### src/rtl/out_layer_mac_if.sv
// Handshake bundle between the hidden-layer node and the output-layer MAC:
// activations and weights in, saturated results out.
interface out_layer_mac_if #(
  parameter int IN_SIZE = 5,
  parameter int OUT_W   = 17
);
  localparam int ZW = 2*IN_SIZE+2;

  logic                      z_valid;
  logic                      z_take;
  logic signed [ZW-1:0]      z4, z5, z6, z7;
  logic signed [IN_SIZE-1:0] w48, w58, w68, w78;
  logic signed [IN_SIZE-1:0] w49, w59, w69, w79;
  logic signed [OUT_W-1:0]   out0, out1;
  logic                      out_valid;
  logic                      out_ready;
  logic                      overrun;

  modport slave (
    input  z_valid, z4, z5, z6, z7,
    input  w48, w58, w68, w78, w49, w59, w69, w79,
    input  out_ready,
    output z_take, out0, out1, out_valid, overrun
  );

  modport master (
    output z_valid, z4, z5, z6, z7,
    output w48, w58, w68, w78, w49, w59, w69, w79,
    output out_ready,
    input  z_take, out0, out1, out_valid, overrun
  );
endinterface

### src/rtl/out_layer_mac.sv
// Output-layer MAC: one time-shared signed multiplier computes out0 and out1
// over 8 cycles, then presents both saturated results under valid/ready.
module out_layer_mac #(
  parameter int IN_SIZE = 5,
  parameter int OUT_W   = 17
) (
  input  logic            clk,
  input  logic            rst_n,
  out_layer_mac_if.slave  bus
);
  localparam int ZW    = 2*IN_SIZE+2;
  localparam int ACC_W = 3*IN_SIZE+4;
  localparam logic signed [ACC_W-1:0] SAT_MAX = ACC_W'((1 << (OUT_W-1)) - 1);
  localparam logic signed [ACC_W-1:0] SAT_MIN = -SAT_MAX - ACC_W'(1);

  typedef enum logic [1:0] {IDLE, MAC0, MAC1, DONE} state_t;

  state_t                          state_q, state_d;
  logic [1:0]                      idx_q, idx_d;
  logic signed [ACC_W-1:0]         acc_q, acc_d;
  logic signed [OUT_W-1:0]         res0_q, res0_d;
  logic signed [OUT_W-1:0]         out0_q, out0_d, out1_q, out1_d;
  logic                            out_valid_q, out_valid_d;
  logic                            overrun_q, overrun_d;
  logic [3:0][ZW-1:0]              z_q, z_d;
  logic [3:0][IN_SIZE-1:0]         w8_q, w8_d, w9_q, w9_d;

  logic signed [ZW-1:0]            z_sel;
  logic signed [IN_SIZE-1:0]       w_sel;
  logic signed [ACC_W-1:0]         prod, sum;

  function automatic logic signed [OUT_W-1:0] sat(input logic signed [ACC_W-1:0] v);
    if (v > SAT_MAX)      return SAT_MAX[OUT_W-1:0];
    else if (v < SAT_MIN) return SAT_MIN[OUT_W-1:0];
    else                  return v[OUT_W-1:0];
  endfunction

  // Operands are sign-extended to ACC_W before the multiply so the product is exact.
  assign z_sel = z_q[idx_q];
  assign w_sel = (state_q == MAC1) ? w9_q[idx_q] : w8_q[idx_q];
  assign prod  = ACC_W'(z_sel) * ACC_W'(w_sel);
  assign sum   = acc_q + prod;

  always_comb begin
    state_d     = state_q;
    idx_d       = idx_q;
    acc_d       = acc_q;
    res0_d      = res0_q;
    out0_d      = out0_q;
    out1_d      = out1_q;
    out_valid_d = out_valid_q;
    overrun_d   = overrun_q | (bus.z_valid & (state_q != IDLE));
    z_d         = z_q;
    w8_d        = w8_q;
    w9_d        = w9_q;
    case (state_q)
      IDLE: if (bus.z_valid) begin
        z_d     = {bus.z7, bus.z6, bus.z5, bus.z4};
        w8_d    = {bus.w78, bus.w68, bus.w58, bus.w48};
        w9_d    = {bus.w79, bus.w69, bus.w59, bus.w49};
        acc_d   = '0;
        idx_d   = '0;
        state_d = MAC0;
      end
      MAC0: if (idx_q == 2'd3) begin
        res0_d  = sat(sum);
        acc_d   = '0;
        idx_d   = '0;
        state_d = MAC1;
      end else begin
        acc_d = sum;
        idx_d = idx_q + 2'd1;
      end
      MAC1: if (idx_q == 2'd3) begin
        out0_d      = res0_q;
        out1_d      = sat(sum);
        out_valid_d = 1'b1;
        acc_d       = '0;
        idx_d       = '0;
        state_d     = DONE;
      end else begin
        acc_d = sum;
        idx_d = idx_q + 2'd1;
      end
      DONE: if (bus.out_ready) begin
        out_valid_d = 1'b0;
        state_d     = IDLE;
      end
      default: state_d = IDLE;
    endcase
  end

  always_ff @(posedge clk or negedge rst_n) begin
    if (!rst_n) begin
      state_q     <= IDLE;
      idx_q       <= '0;
      acc_q       <= '0;
      res0_q      <= '0;
      out0_q      <= '0;
      out1_q      <= '0;
      out_valid_q <= 1'b0;
      overrun_q   <= 1'b0;
      z_q         <= '0;
      w8_q        <= '0;
      w9_q        <= '0;
    end else begin
      state_q     <= state_d;
      idx_q       <= idx_d;
      acc_q       <= acc_d;
      res0_q      <= res0_d;
      out0_q      <= out0_d;
      out1_q      <= out1_d;
      out_valid_q <= out_valid_d;
      overrun_q   <= overrun_d;
      z_q         <= z_d;
      w8_q        <= w8_d;
      w9_q        <= w9_d;
    end
  end

  assign bus.z_take    = (state_q == IDLE);
  assign bus.out0      = out0_q;
  assign bus.out1      = out1_q;
  assign bus.out_valid = out_valid_q;
  assign bus.overrun   = overrun_q;
endmodule
### src/flat_wrapper.sv
// flat-port wrapper written by rule: the top's interface ports become plain ports
module out_layer_mac_flat 
#(
  parameter int IN_SIZE = 5,
  parameter int OUT_W   = 17
)
  (clk, rst_n, bus_z_valid, bus_z4, bus_z5, bus_z6, bus_z7, bus_w48, bus_w58, bus_w68, bus_w78, bus_w49, bus_w59, bus_w69, bus_w79, bus_out_ready, bus_z_take, bus_out0, bus_out1, bus_out_valid, bus_overrun);
  out_layer_mac_if #(.IN_SIZE(IN_SIZE), .OUT_W(OUT_W)) bus_i ();
  input  logic clk;
  input  logic rst_n;
  input wire logic [$bits(bus_i.z_valid)-1:0] bus_z_valid;
  input wire logic [$bits(bus_i.z4)-1:0] bus_z4;
  input wire logic [$bits(bus_i.z5)-1:0] bus_z5;
  input wire logic [$bits(bus_i.z6)-1:0] bus_z6;
  input wire logic [$bits(bus_i.z7)-1:0] bus_z7;
  input wire logic [$bits(bus_i.w48)-1:0] bus_w48;
  input wire logic [$bits(bus_i.w58)-1:0] bus_w58;
  input wire logic [$bits(bus_i.w68)-1:0] bus_w68;
  input wire logic [$bits(bus_i.w78)-1:0] bus_w78;
  input wire logic [$bits(bus_i.w49)-1:0] bus_w49;
  input wire logic [$bits(bus_i.w59)-1:0] bus_w59;
  input wire logic [$bits(bus_i.w69)-1:0] bus_w69;
  input wire logic [$bits(bus_i.w79)-1:0] bus_w79;
  input wire logic [$bits(bus_i.out_ready)-1:0] bus_out_ready;
  output wire logic [$bits(bus_i.z_take)-1:0] bus_z_take;
  output wire logic [$bits(bus_i.out0)-1:0] bus_out0;
  output wire logic [$bits(bus_i.out1)-1:0] bus_out1;
  output wire logic [$bits(bus_i.out_valid)-1:0] bus_out_valid;
  output wire logic [$bits(bus_i.overrun)-1:0] bus_overrun;
  assign bus_i.z_valid = bus_z_valid;
  assign bus_i.z4 = bus_z4;
  assign bus_i.z5 = bus_z5;
  assign bus_i.z6 = bus_z6;
  assign bus_i.z7 = bus_z7;
  assign bus_i.w48 = bus_w48;
  assign bus_i.w58 = bus_w58;
  assign bus_i.w68 = bus_w68;
  assign bus_i.w78 = bus_w78;
  assign bus_i.w49 = bus_w49;
  assign bus_i.w59 = bus_w59;
  assign bus_i.w69 = bus_w69;
  assign bus_i.w79 = bus_w79;
  assign bus_i.out_ready = bus_out_ready;
  assign bus_z_take = bus_i.z_take;
  assign bus_out0 = bus_i.out0;
  assign bus_out1 = bus_i.out1;
  assign bus_out_valid = bus_i.out_valid;
  assign bus_overrun = bus_i.overrun;
  out_layer_mac #(.IN_SIZE(IN_SIZE), .OUT_W(OUT_W)) u_core (.clk(clk), .rst_n(rst_n), .bus(bus_i));
endmodule
### config.mk
export PLATFORM = sky130hd
export DESIGN_NAME = out_layer_mac_flat
export DESIGN_NICKNAME = d
export VERILOG_FILES = /design/src/rtl/out_layer_mac_if.sv /design/src/rtl/out_layer_mac.sv /design/src/flat_wrapper.sv
export SDC_FILE = /design/constraint.sdc
export NUM_CORES = 1
export LEC_CHECK = 0
export CAP_MARGIN = 10
export CORE_MARGIN = 8
export CORE_UTILIZATION = 51
export CTS_CLUSTER_DIAMETER = 150
export DETAILED_ROUTE_END_ITERATION = 8
export PLACE_DENSITY = 0.77
export SYNTH_ARGS = -nofsm -noshare
export SYNTH_HDL_FRONTEND = slang
export SYNTH_SLANG_ARGS = --single-unit
### constraint.sdc
create_clock -name clk -period 7.27 [get_ports clk]
set_input_delay 2.181 -clock clk [delete_from_list [all_inputs] [get_ports clk]]
set_output_delay 2.181 -clock clk [all_outputs]
set_load 0.02 [all_outputs]
# ---- Word level (Yosys, flattened, before mapping)
# Cells that the tools add are included.
dict set report classes {
  n_addsub 2
  mul 1
  magnitude_cmp 3
  eq_ne 8
  mux 23
  bitwise_logic 2
  reduce_logical 11
}
# operator count
set op_table {}
lappend op_table {{19-bit two-way mux} 2}
lappend op_table {{19-bit one-hot mux with 2 select lines} 1}
lappend op_table {{17-bit two-way mux} 2}
lappend op_table {{12-bit binary-select mux with 2-bit select} 1}
lappend op_table {{5-bit binary-select mux with 2-bit select} 2}
lappend op_table {{19-bit adder} 1}
lappend op_table {{19-bit by 17-bit > comparator with 1-bit output, second input constant} 1}
lappend op_table {{19-bit by 17-bit less-than comparator with 1-bit output, second input constant} 1}
lappend op_table {{12-bit by 5-bit multiplier with 17-bit output} 1}
lappend op_table {{5-bit two-way mux} 3}
lappend op_table {{12-bit two-way mux} 1}
lappend op_table {{2-bit two-way mux} 6}
lappend op_table {{2-bit one-hot mux with 4 select lines} 1}
lappend op_table {{2-bit AND reduction} 4}
lappend op_table {{2-bit == test, second input constant} 3}
lappend op_table {{2-bit != test, second input constant} 3}
lappend op_table {{2-bit nonzero test} 3}
lappend op_table {{2-bit one-hot mux with 2 select lines} 1}
lappend op_table {{4-bit AND reduction} 1}
lappend op_table {{2-bit by 3-bit less-than comparator with 1-bit output, second input constant} 1}
lappend op_table {{3-bit AND reduction} 1}
lappend op_table {{2-bit by 1-bit adder with 2-bit output, second input constant} 1}
lappend op_table {{2-bit by 1-bit == test with 1-bit output, second input constant} 1}
lappend op_table {{2-bit zero test} 1}
lappend op_table {{6 further kinds} 7}
dict set report word_totals {
  ff_bits 164
  inputBits 92
  output_inout_bits 37
  wordCells 70
}

# ---- Logic depth before layout (Yosys ltp)
# Gate-level depths: netlist of run 1.
dict set report logic_depth {
  ltp_word 8
  ltp_mapped 32
  depth_no_buf 28
}

# ---- Worst setup path after synthesis of run 1
# Ideal clock, no wire load.
dict set report synth_path {
  path_type {register to register}
  startpoint {register u_core.idx_q[0]}
  endpoint {register u_core.res0_q[15]}
  setup_ps 132
  arrival_ps 7492
  setup_slack_ps -354
  path_stages_with_launch 30
  path_buffers 5
  synth_period_minus_slack_ps 7624
  cell_sequence {dfrtp_1 -> clkbuf_1 -> buf_2 -> buf_2 -> mux4_2 -> or2_2 -> fa_1 -> fa_1 -> fa_1 -> inv_1 -> fa_1 -> a21o_1 -> a21oi_1 -> o21ai_0 -> a21o_1 -> a21oi_1 -> o211ai_1 -> a21oi_1 -> xnor2_1 -> ha_1 -> a21oi_2 -> nand2_1 -> o211ai_1 -> a31oi_1 -> and3_2 -> or3_1 -> buf_6 -> a21oi_4 -> buf_6 -> o211ai_1}
}
dict set report synth_via {
  elab_chain_cells 8
  word_cells_on_any_way 15
}
# item line
set synth_rtl {}
lappend synth_rtl {{start, declared} out_layer_mac.sv:19} ;# logic [1:0] idx_q, idx_d;
lappend synth_rtl {{start signal, assigned} out_layer_mac.sv:108} ;# idx_q <= idx_d;
lappend synth_rtl {{5-bit binary-select mux with 2-bit select} out_layer_mac.sv:40} ;# assign w_sel = (state_q == MAC1) ? w9_q[idx_q] : w8_q[idx_q];
lappend synth_rtl {{5-bit two-way mux (not written as such)} out_layer_mac.sv:40}
lappend synth_rtl {{5-bit two-way mux} out_layer_mac.sv:40}
lappend synth_rtl {{12-bit by 5-bit multiplier with 17-bit output} out_layer_mac.sv:41} ;# assign prod = ACC_W'(z_sel) * ACC_W'(w_sel);
lappend synth_rtl {{19-bit adder} out_layer_mac.sv:42} ;# assign sum = acc_q + prod;
lappend synth_rtl {{19-bit by 17-bit less-than comparator with 1-bit output} out_layer_mac.sv:34} ;# else if (v < SAT_MIN) return SAT_MIN[OUT_W-1:0];
lappend synth_rtl {{17-bit two-way mux} out_layer_mac.sv:34}
lappend synth_rtl {{17-bit two-way mux} n/a}
lappend synth_rtl {{end signal, assigned} out_layer_mac.sv:110} ;# res0_q <= res0_d;
lappend synth_rtl {{end, declared} out_layer_mac.sv:21} ;# logic signed [OUT_W-1:0] res0_q, res0_d;
# Several ways; a longest one is shown, not always the timed one. The select of a mux whose other input is x is not followed.
# A chain may end at the register's enable or synchronous reset.

# ---- Final worst setup path of run 1
dict set report layout_path {
  startpoint {register u_core.idx_q[0]}
  endpoint {register u_core.res0_q[4]}
}
# Same word-level chain as after synthesis.

==> flow_summary.toml, run 1 <==
[setup_path]
crit_type = "reg -> reg"
slowest_delay_ps = 550
worstPathMaxFanout = 8
crit_start = "u_core.idx_q[0]"
crit_path_start_kind = "flop"
r2r_end = "u_core.res0_q[4]"
crit_path_end_kind = "flop"
path_depth = 29
crit_end = "u_core.res0_q[4]"
crit_family = "adder cells"
cp_data_arrival_time_ps = 7410
crit_required_ps = 7560
ff2ff_path_depth = 29
crit_slowest_cell = "fa_1"
critical_path_buf_inv_count = 5
reg2reg_from = "u_core.idx_q[0]"
rrSetupSlack_ps = 150

[layout]
drive_gt1_share_pct = 20.4
area_growth_syn_to_layout_pct = 25.7
nNetsFinal = 1246
diodes = 0
final_area_um2 = 12600
fillers = 1462

[timing]
skew_ps = 21.1
period_needed_ps = 7120
hold_viol = 0
whs_ps = 474
drv_slew = 0
fmax_mhz = 140
tightest_slew_ps = 1110
finalSetupViolCount = 0
finalWorstSetupSlack_ps = 152
period_share_pct = 97.9
slew_headroom_pct = 26.2

[clock_tree]
clk_pin_slew_ps = 80
cts.sinks = 164
htreeDepth = 4
clock_latency_ps = 430
cts_tree = "built"
cts_buffers = 17
cts-hold-fix-buffers = 0
clk_path_buf_depth = 2
root_buffer = "clkbuf_16"

[logic_synthesis]
async_flop_share_pct = 100
ys_types = 56
synth_seq_area_share_pct = 40.9
syn-num-nets = 1098
syn_area_um2 = 10000
ys_dominant_reg_cell = "dfrtp_1"
synth_warnings = 0
synth-edff-count = 0
yosys_register_bits = 164
synth_top_area_share_pct = 40.9
synth_top_area_cell = "dfrtp_1"
synth.avg_cell_area_um2 = 11.0
synthCells = 913
synth.area.top_cells = "dfrtp_1 (41%), mux2_2 (10%), fa_1 (7.8%), ha_1 (6.7%), nand2_1 (5.1%)"

[floorplanning]
core_area_um2 = 19400
io_pins = 129
die_h_um = 156
initial_core_util_pct = 51.8
dieArea_um2 = 24400
rows = 51
die_w_um = 156

[detailed_routing]
first_pass_iters = 5
via_count = 7345
drcViolationCount = 0
viasPerCell = 5.49
wl_per_cell_um = 17.4
postRouteAntennaNets = 0
wirelength_um = 23300
drt_iter0_markers = 464

[placement]
io_buffers = 128
place_area_um2 = 11700
place_congestion = 0.895
dpl.hpwl_um = 16600
dpl_worst_slack_ps = -105

[global_route]
track_usage_pct = 18.5
grt_first_pass_wirelength_um = 36700
grt_pass1_vias = 7328
antenna_found_initial = 0
grt_max_degree = 105
grt-ovfl-total = 0

[status]
status = "complete, no violations"

[run]
maxCapViolations = 0

[hold_path]
hp-start = "u_core.res0_q[9]"
hp-class = "reg -> reg"
sequential cells by signal (all words and copies together), names as in the netlist, 2 cells and up:
register         flops
u_core.acc_q        19
u_core.w8_q         20
u_core.bus.out0     17
u_core.z_q          48
u_core.w9_q         20
u_core.idx_q         2
u_core.res0_q       17
u_core.state_q       2
u_core.bus.out1     17
cells by family after synthesis:
logic type	share of synthesized area, %
flip-flops	40.9
XOR/XNOR	2.32
AO/OA/AOI/OAI	10.1
adder cells (fa/ha/maj)	14.5
buffers and inverters	5.06
multiplexers	15.5
AND/OR/NAND/NOR	11.6
cells in the mapped netlist, types with 22 or more instances:
master and instances:
dfrtp_1 164, nand2_1 137, mux2_2 89, inv_1 79, ha_1 54, nor2b_1 46
fa_1 39, o211ai_1 24, a21oi_1 23, nor2_1 23, mux4_2 22, o21ai_0 22
area by class of cell:
class | instances | area, µm² | area share, %
multi-input cells | 629 | 5560 | 44.1
flip-flops and latches | 164 | 4110 | 32.5
repair buffers | 170 | 1730 | 13.7
clock buffers | 19 | 433 | 3.43
well taps | 265 | 332 | 2.63
inverters | 79 | 297 | 2.35
clock inverters | 13 | 166 | 1.32
worst min path at each step:
| stage | to | slack, ps | depth (start not counted) |
|---|---|---|---|
| after detailed placement | u_core.bus.overrun | 450 | 1 |
| after floorplan | u_core.bus.out0[0] | 440 | 2 |
| after global placement | u_core.bus.overrun | 440 | 1 |
| after CTS | u_core.bus.out0[13] | 480 | 2 |
| final | u_core.bus.out0[9] | 470 | 2 |
| after global routing | u_core.bus.out0[16] | 500 | 2 |
tightest hold or removal path, cell delays in order (launching register included):
cell	delay, ps
dfrtp_1	350
nand2_1	60
nand2_1	50
cell usage in the layout, fill, tap and decap left out, types with 4 or more instances in the layout:
master / Yosys / layout
and2_1: 4 / 4
o31ai_1: 9 / 9
clkdlybuf4s50_1: 0 / 127
xor2_1: 8 / 8
dfrtp_1: 164 / 163
o211ai_1: 24 / 24
nand3_1: 9 / 9
nand2b_1: 9 / 9
mux2_2: 89 / 89
a21o_1: 9 / 9
nor3_1: 5 / 4
a31oi_1: 7 / 6
a22o_1: 13 / 13
fa_1: 39 / 38
buf_12: 0 / 4
nand4_1: 6 / 6
xnor2_1: 16 / 15
nor2b_1: 46 / 46
buf_4: 1 / 29
ha_1: 54 / 51
mux4_2: 22 / 22
inv_1: 79 / 79
clkbuf_16: 0 / 20
inv_8: 0 / 4
a21oi_1: 23 / 20
nor2_1: 23 / 22
o21ai_0: 22 / 20
o21a_1: 6 / 6
nand2_1: 137 / 135
buf_6: 4 / 6
metrics by stage:
step           TNS, ps  cells  utilization (%)
2_1_floorplan        0    913                -
3_3_place_gp         0   1288             60.1
3_5_place_dp     -1550   1288             60.1
4_1_cts              0   1320             63.2
5_1_grt           -931   1339             65.1
6_report             0   1339             65.1
metal layers:
layer	global-route usage, %	vias up	part of all wire, %
met2	30.6	243	49
met1	23.7	3620	43
met5	0	-	0
met4	6.13	0	1.9
li1	-	3445	-
met3	4.25	37	5.9
repair_timing:
| action | CTS | global route |
|---|---|---|
| endpoints found under the setup margin | 33 | 35 |
| setup buffers | 0 | 15 |
| hold endpoints to repair | 0 | 0 |
| gates resized for setup | 3 | 30 |
| cloned | 0 | 4 |
| pin swaps | 0 | 21 |
Power of run 1 is left out: the tool's default activity adds up to more than one toggle a clock period on the data nets, which glitch-free logic cannot reach.
==> run 2: changes to the inputs <==
--- a/config.mk
+++ b/config.mk
@@ -6,7 +6,7 @@
 export NUM_CORES = 1
 export LEC_CHECK = 0
 export CAP_MARGIN = 10
-export CORE_MARGIN = 8
+export CORE_MARGIN = 5
 export CORE_UTILIZATION = 51
 export CTS_CLUSTER_DIAMETER = 150
 export DETAILED_ROUTE_END_ITERATION = 8
==> flow_summary.toml, run 2 (synthesis gave the netlist of run 1 again) <==
[status]
status = "complete, no violations"

[layout]
largestRegisters = "u_core.z_q x48, u_core.w8_q x20, u_core.w9_q x20"
final_cell_mix = "dfrtp_1 (164), nand2_1 (136), clkdlybuf4s50_1 (127)"
diodes = 0
fillers = 1519
layout_commonest_cell = "dfrtp_1"
area_growth_syn_to_layout_pct = 25.2
regMostFlops = "u_core.z_q"
largest_reg_flops = 48
nNetsFinal = 1237
final_area_um2 = 12600
drive_gt1_share_pct = 20.0

[run]
maxCapViolations = 0

[timing]
slew_headroom_pct = 26.8
fin_setup_tns_ps = 0
finalWorstSetupSlack_ps = 137
fmax_mhz = 140
finalSetupViolCount = 0
drv_slew = 0
period_share_pct = 98.1
tightest_slew_ps = 1100
skew_ps = 10.1
period_needed_ps = 7130
hold_viol = 0

[detailed_routing]
via_count = 7330
drcViolationCount = 0
viasPerCell = 5.51
drt_iter0_markers = 423
first_pass_iters = 5
wirelength_um = 22800
wl_per_cell_um = 17.1
postRouteAntennaNets = 0

[floorplanning]
die_w_um = 150
core_area_um2 = 19400
rows = 51
initial_core_util_pct = 51.8
io_pins = 129
die_h_um = 150
dieArea_um2 = 22600

[global_route]
antenna_found_initial = 0
grt_pass1_vias = 7309
grtUsageMet2_pct = 33.1
grt_max_degree = 110
grt-ovfl-total = 0
use_met1_pct = 27.0
grt_first_pass_wirelength_um = 36100
top_usage_layer = "met2"
met3_usage_pct = 3.58
track_usage_pct = 19.9

[setup_path]
critical_path_buf_inv_count = 5
crit_required_ps = 7570
crit_path_end_kind = "flop"
crit_path_start_kind = "flop"
cp_data_arrival_time_ps = 7430
crit_type = "reg -> reg"
slowest_delay_ps = 590
worstPathMaxFanout = 11
crit_family = "compound AO/OA/AOI/OAI gates"
crit_slowest_cell = "dfrtp_1"

[placement]
io_buffers = 128
dpl.hpwl_um = 16300
place_area_um2 = 11700
place_congestion = 0.892
dpl_worst_slack_ps = -191

[clock_tree]
cts.sinks = 164
cts_buffers = 17
root_buffer = "clkbuf_16"
cts-hold-fix-buffers = 0
clk_pin_slew_ps = 70
htreeDepth = 4
cts_tree = "built"
clock_latency_ps = 430
clk_path_buf_depth = 2

[hold_path]
hp-class = "reg -> reg"
-- run 2: cell types whose count changed in the layout (fill, tap and decap cells not counted), moves of 2 or more --
cell / delta
ha_4: +3
clkinv_8: +3
inv_6: +3
bufinv_16: -2
clkinvlp_4: -3
ha_1: -3
clkbuf_1: -2
buf_4: -9
clkinv_2: +2
inv_8: -3
-- run 2: worst register-to-register path, delay by kind of cell, from the launching register on --
kind	cells	cell delay, ps
multiplexers	1	390
AND/OR/NAND/NOR	4	860
XOR/XNOR	1	90
adder cells (fa/ha/maj)	5	2150
AO/OA/AOI/OAI	12	2210
buffers and inverters	5	720
flip-flops	1	590
-- run 2: worst paths after layout --
path | startpoint | end | slack, ps | cells past startpoint
worst min-delay path | u_core.bus.overrun | u_core.bus.overrun | 470 | 1
max in group asynchronous | rst_n | u_core.z_q[23] | 4060 | 2
min in group asynchronous | rst_n | u_core.bus.out0[16] | 1880 | 1
worst min register to register | u_core.bus.overrun | u_core.bus.overrun | 470 | 1
worst max register to register | u_core.idx_q[1] | u_core.res0_q[2] | 140 | 28
worst max-delay path | u_core.idx_q[1] | u_core.res0_q[2] | 140 | 28
-- run 2: metal layers --
| metal | share of wire (%) | vias to the layer above |
|---|---|---|
| met5 | 0 | - |
| met4 | 1.9 | 0 |
| met3 | 5.5 | 39 |
| met2 | 49 | 243 |
| met1 | 43 | 3624 |
| li1 | - | 3424 |
-- run 2: stage by stage --
| stage | util (%) | cells | hold slack (ps) |
|---|---|---|---|
| after floorplan | - | 913 | 439 |
| after global placement | 60.2 | 1287 | 449 |
| after detailed placement | 60.2 | 1287 | 450 |
| after CTS | 63.3 | 1319 | 470 |
| after global routing | 64.8 | 1330 | 488 |
| final | 64.8 | 1330 | 472 |
-- run 2: final cells by class --
type / instances / area (µm²) / area share (%)
clock buffer: 18 / 439 / 3.49
inverter: 79 / 297 / 2.36
clock inverter: 14 / 144 / 1.14
timing repair buffer: 161 / 1650 / 13.1
tap: 265 / 332 / 2.64
multi-input combinational: 629 / 5610 / 44.6
sequential: 164 / 4100 / 32.6
-- run 2: what timing repair did --
action	4_1_cts	5_1_grt
pin swaps	1	13
gates resized for setup	6	33
hold endpoints to repair	0	0
setup buffers	0	8
gates cloned	0	3
endpoints found under the setup margin	35	35
Power of run 2 is left out for the same reason.
==> run 3: changes to the inputs <==
--- a/config.mk
+++ b/config.mk
@@ -7,10 +7,10 @@
 export LEC_CHECK = 0
 export CAP_MARGIN = 10
 export CORE_MARGIN = 5
-export CORE_UTILIZATION = 51
+export CORE_UTILIZATION = 61
 export CTS_CLUSTER_DIAMETER = 150
 export DETAILED_ROUTE_END_ITERATION = 8
-export PLACE_DENSITY = 0.77
+export PLACE_DENSITY = 0.87
 export SYNTH_ARGS = -nofsm -noshare
 export SYNTH_HDL_FRONTEND = slang
 export SYNTH_SLANG_ARGS = --single-unit
==> constraint.sdc (replaced) <==
create_clock -name clk -period 8.5 [get_ports clk]
set_input_delay 2.55 -clock clk [delete_from_list [all_inputs] [get_ports clk]]
set_output_delay 2.55 -clock clk [all_outputs]
set_load 0.02 [all_outputs]
==> flow_summary.toml, run 3 (synthesis gave the netlist of run 1 again) <==
[placement]
dpl.hpwl_um = 16800
place_congestion = 0.997
io_buffers = 128
dp.cells = 1229

[global_route]
grt_pass1_vias = 7919
grt_first_pass_wirelength_um = 40400
grt_max_degree = 102
track_usage_pct = 25.9
grt-ovfl-total = 0
antenna_found_initial = 0

[clock_tree]
clk_path_buf_depth = 2
clock_latency_ps = 430
clk_pin_slew_ps = 70
cts_tree = "built"
root_buffer = "clkbuf_16"
cts.sinks = 164
cts_buffers = 17
htreeDepth = 4
cts-hold-fix-buffers = 0

[detailed_routing]
viasPerCell = 5.87
via_count = 7425
drcViolationCount = 0
postRouteAntennaNets = 0
drt_iter0_markers = 652
wl_per_cell_um = 19.1
first_pass_iters = 5
wirelength_um = 24200

[timing]
skew_ps = 8.11
period_needed_ps = 7980
drv_slew = 0
hold_viol = 0
finalSetupViolCount = 0
rsz0062_at_grt = "false"
fin_setup_tns_ps = 0
fmax_mhz = 125
tightest_slew_ps = 1110
period_share_pct = 93.9
whs_ps = 458
slew_headroom_pct = 26.2

[setup_path]
timing.critical_path.mode_cell = "fa_1"
crit_path_end_kind = "flop"
cp_data_arrival_time_ps = 8280
slowest_delay_ps = 760
crit_type = "reg -> reg"
worstPathMaxFanout = 18
crit_slowest_cell = "dfrtp_1"
crit_required_ps = 8800
crit_path_start_kind = "flop"

[layout]
area_growth_syn_to_layout_pct = 21.1
multi_input_area_um2 = 5440
seqCellArea_um2 = 4100
regMostFlops = "u_core.z_q"
utilization_pct = 74.4
diodes = 0
largestRegisters = "u_core.z_q x48, u_core.w8_q x20, u_core.w9_q x20"
layout_commonest_cell = "dfrtp_1"
fillers = 1094
drive_gt1_share_pct = 16.5
final_cell_mix = "dfrtp_1 (164), nand2_1 (136), clkdlybuf4s50_1 (127)"
largest_reg_flops = 48
nNetsFinal = 1217
layoutNonFillerInstCount = 1264

[floorplanning]
initial_core_util_pct = 61.4
rows = 47
die_w_um = 138
io_pins = 129
core_area_um2 = 16300
die_h_um = 138
dieArea_um2 = 19100

[status]
status = "complete, no violations"

[hold_path]
hp-class = "reg -> reg"

[run]
maxCapViolations = 0
-- run 3: changes by cell type in the layout (fill, tap and decap cells not counted), sizes merged --
cell / delta
buf: -18
bufinv: +2
clkbuf: -1
clkinv: -8
clkinvlp: +1
inv: +3
-- run 3: final timing paths --
path / start / end / slack (ps) / cells after the start
worst min register to register: u_core.bus.overrun / u_core.bus.overrun / 460 / 1
min in group asynchronous: rst_n / u_core.bus.out0[10] / 2190 / 1
worst min-delay path: u_core.bus.overrun / u_core.bus.overrun / 460 / 1
worst max-delay path: u_core.idx_q[1] / u_core.res0_q[7] / 520 / 26
worst max register to register: u_core.idx_q[1] / u_core.res0_q[7] / 520 / 26
max in group asynchronous: rst_n / u_core.z_q[17] / 4890 / 2
-- run 3: layer usage --
metal | up-vias | share of wire (%) | GRT usage, %
met2 | 290 | 51 | 45.2
met1 | 3695 | 39 | 31.9
met3 | 66 | 5.5 | 5.28
met4 | 0 | 3.7 | 9.98
met5 | - | 0 | 0
li1 | 3374 | - | -
-- run 3: critical path: cells and delay by family, from the launching register on --
family	cells	cell delay, ps
xor gates and xnor gates	1	140
muxes	1	380
and+or+nand+nor	5	1320
AOI/OAI and AO/OA	11	2280
adders and majority gates	5	2350
DFF	1	760
buffers and inverters	3	610
-- run 3: per-stage QoR --
| stage | cell area, µm² | worst slack (ps) |
|---|---|---|
| CTS | 12100 | 299 |
| global route | 12200 | 102 |
| floorplan | 10000 | 876 |
| detailed placement | 11500 | 479 |
| finish | 12200 | 523 |
| global placement | 11500 | 682 |
-- run 3: area by class of cell --
type,instances,share of cell area (%)
Tap cell,220,2.26
Sequential cell,164,33.7
Clock inverter,12,1.35
Multi-Input combinational cell,629,44.8
Timing Repair Buffer,141,11.8
Inverter,79,2.44
Clock buffer,19,3.64
-- run 3: repair_timing --
item / in CTS / in global routing
buffers inserted: 0 / 3
endpoints found under the hold margin: 0 / 0
gates resized for setup: 0 / 1
endpoints found under the setup margin: 0 / 25
Power of run 3 is left out for the same reason.
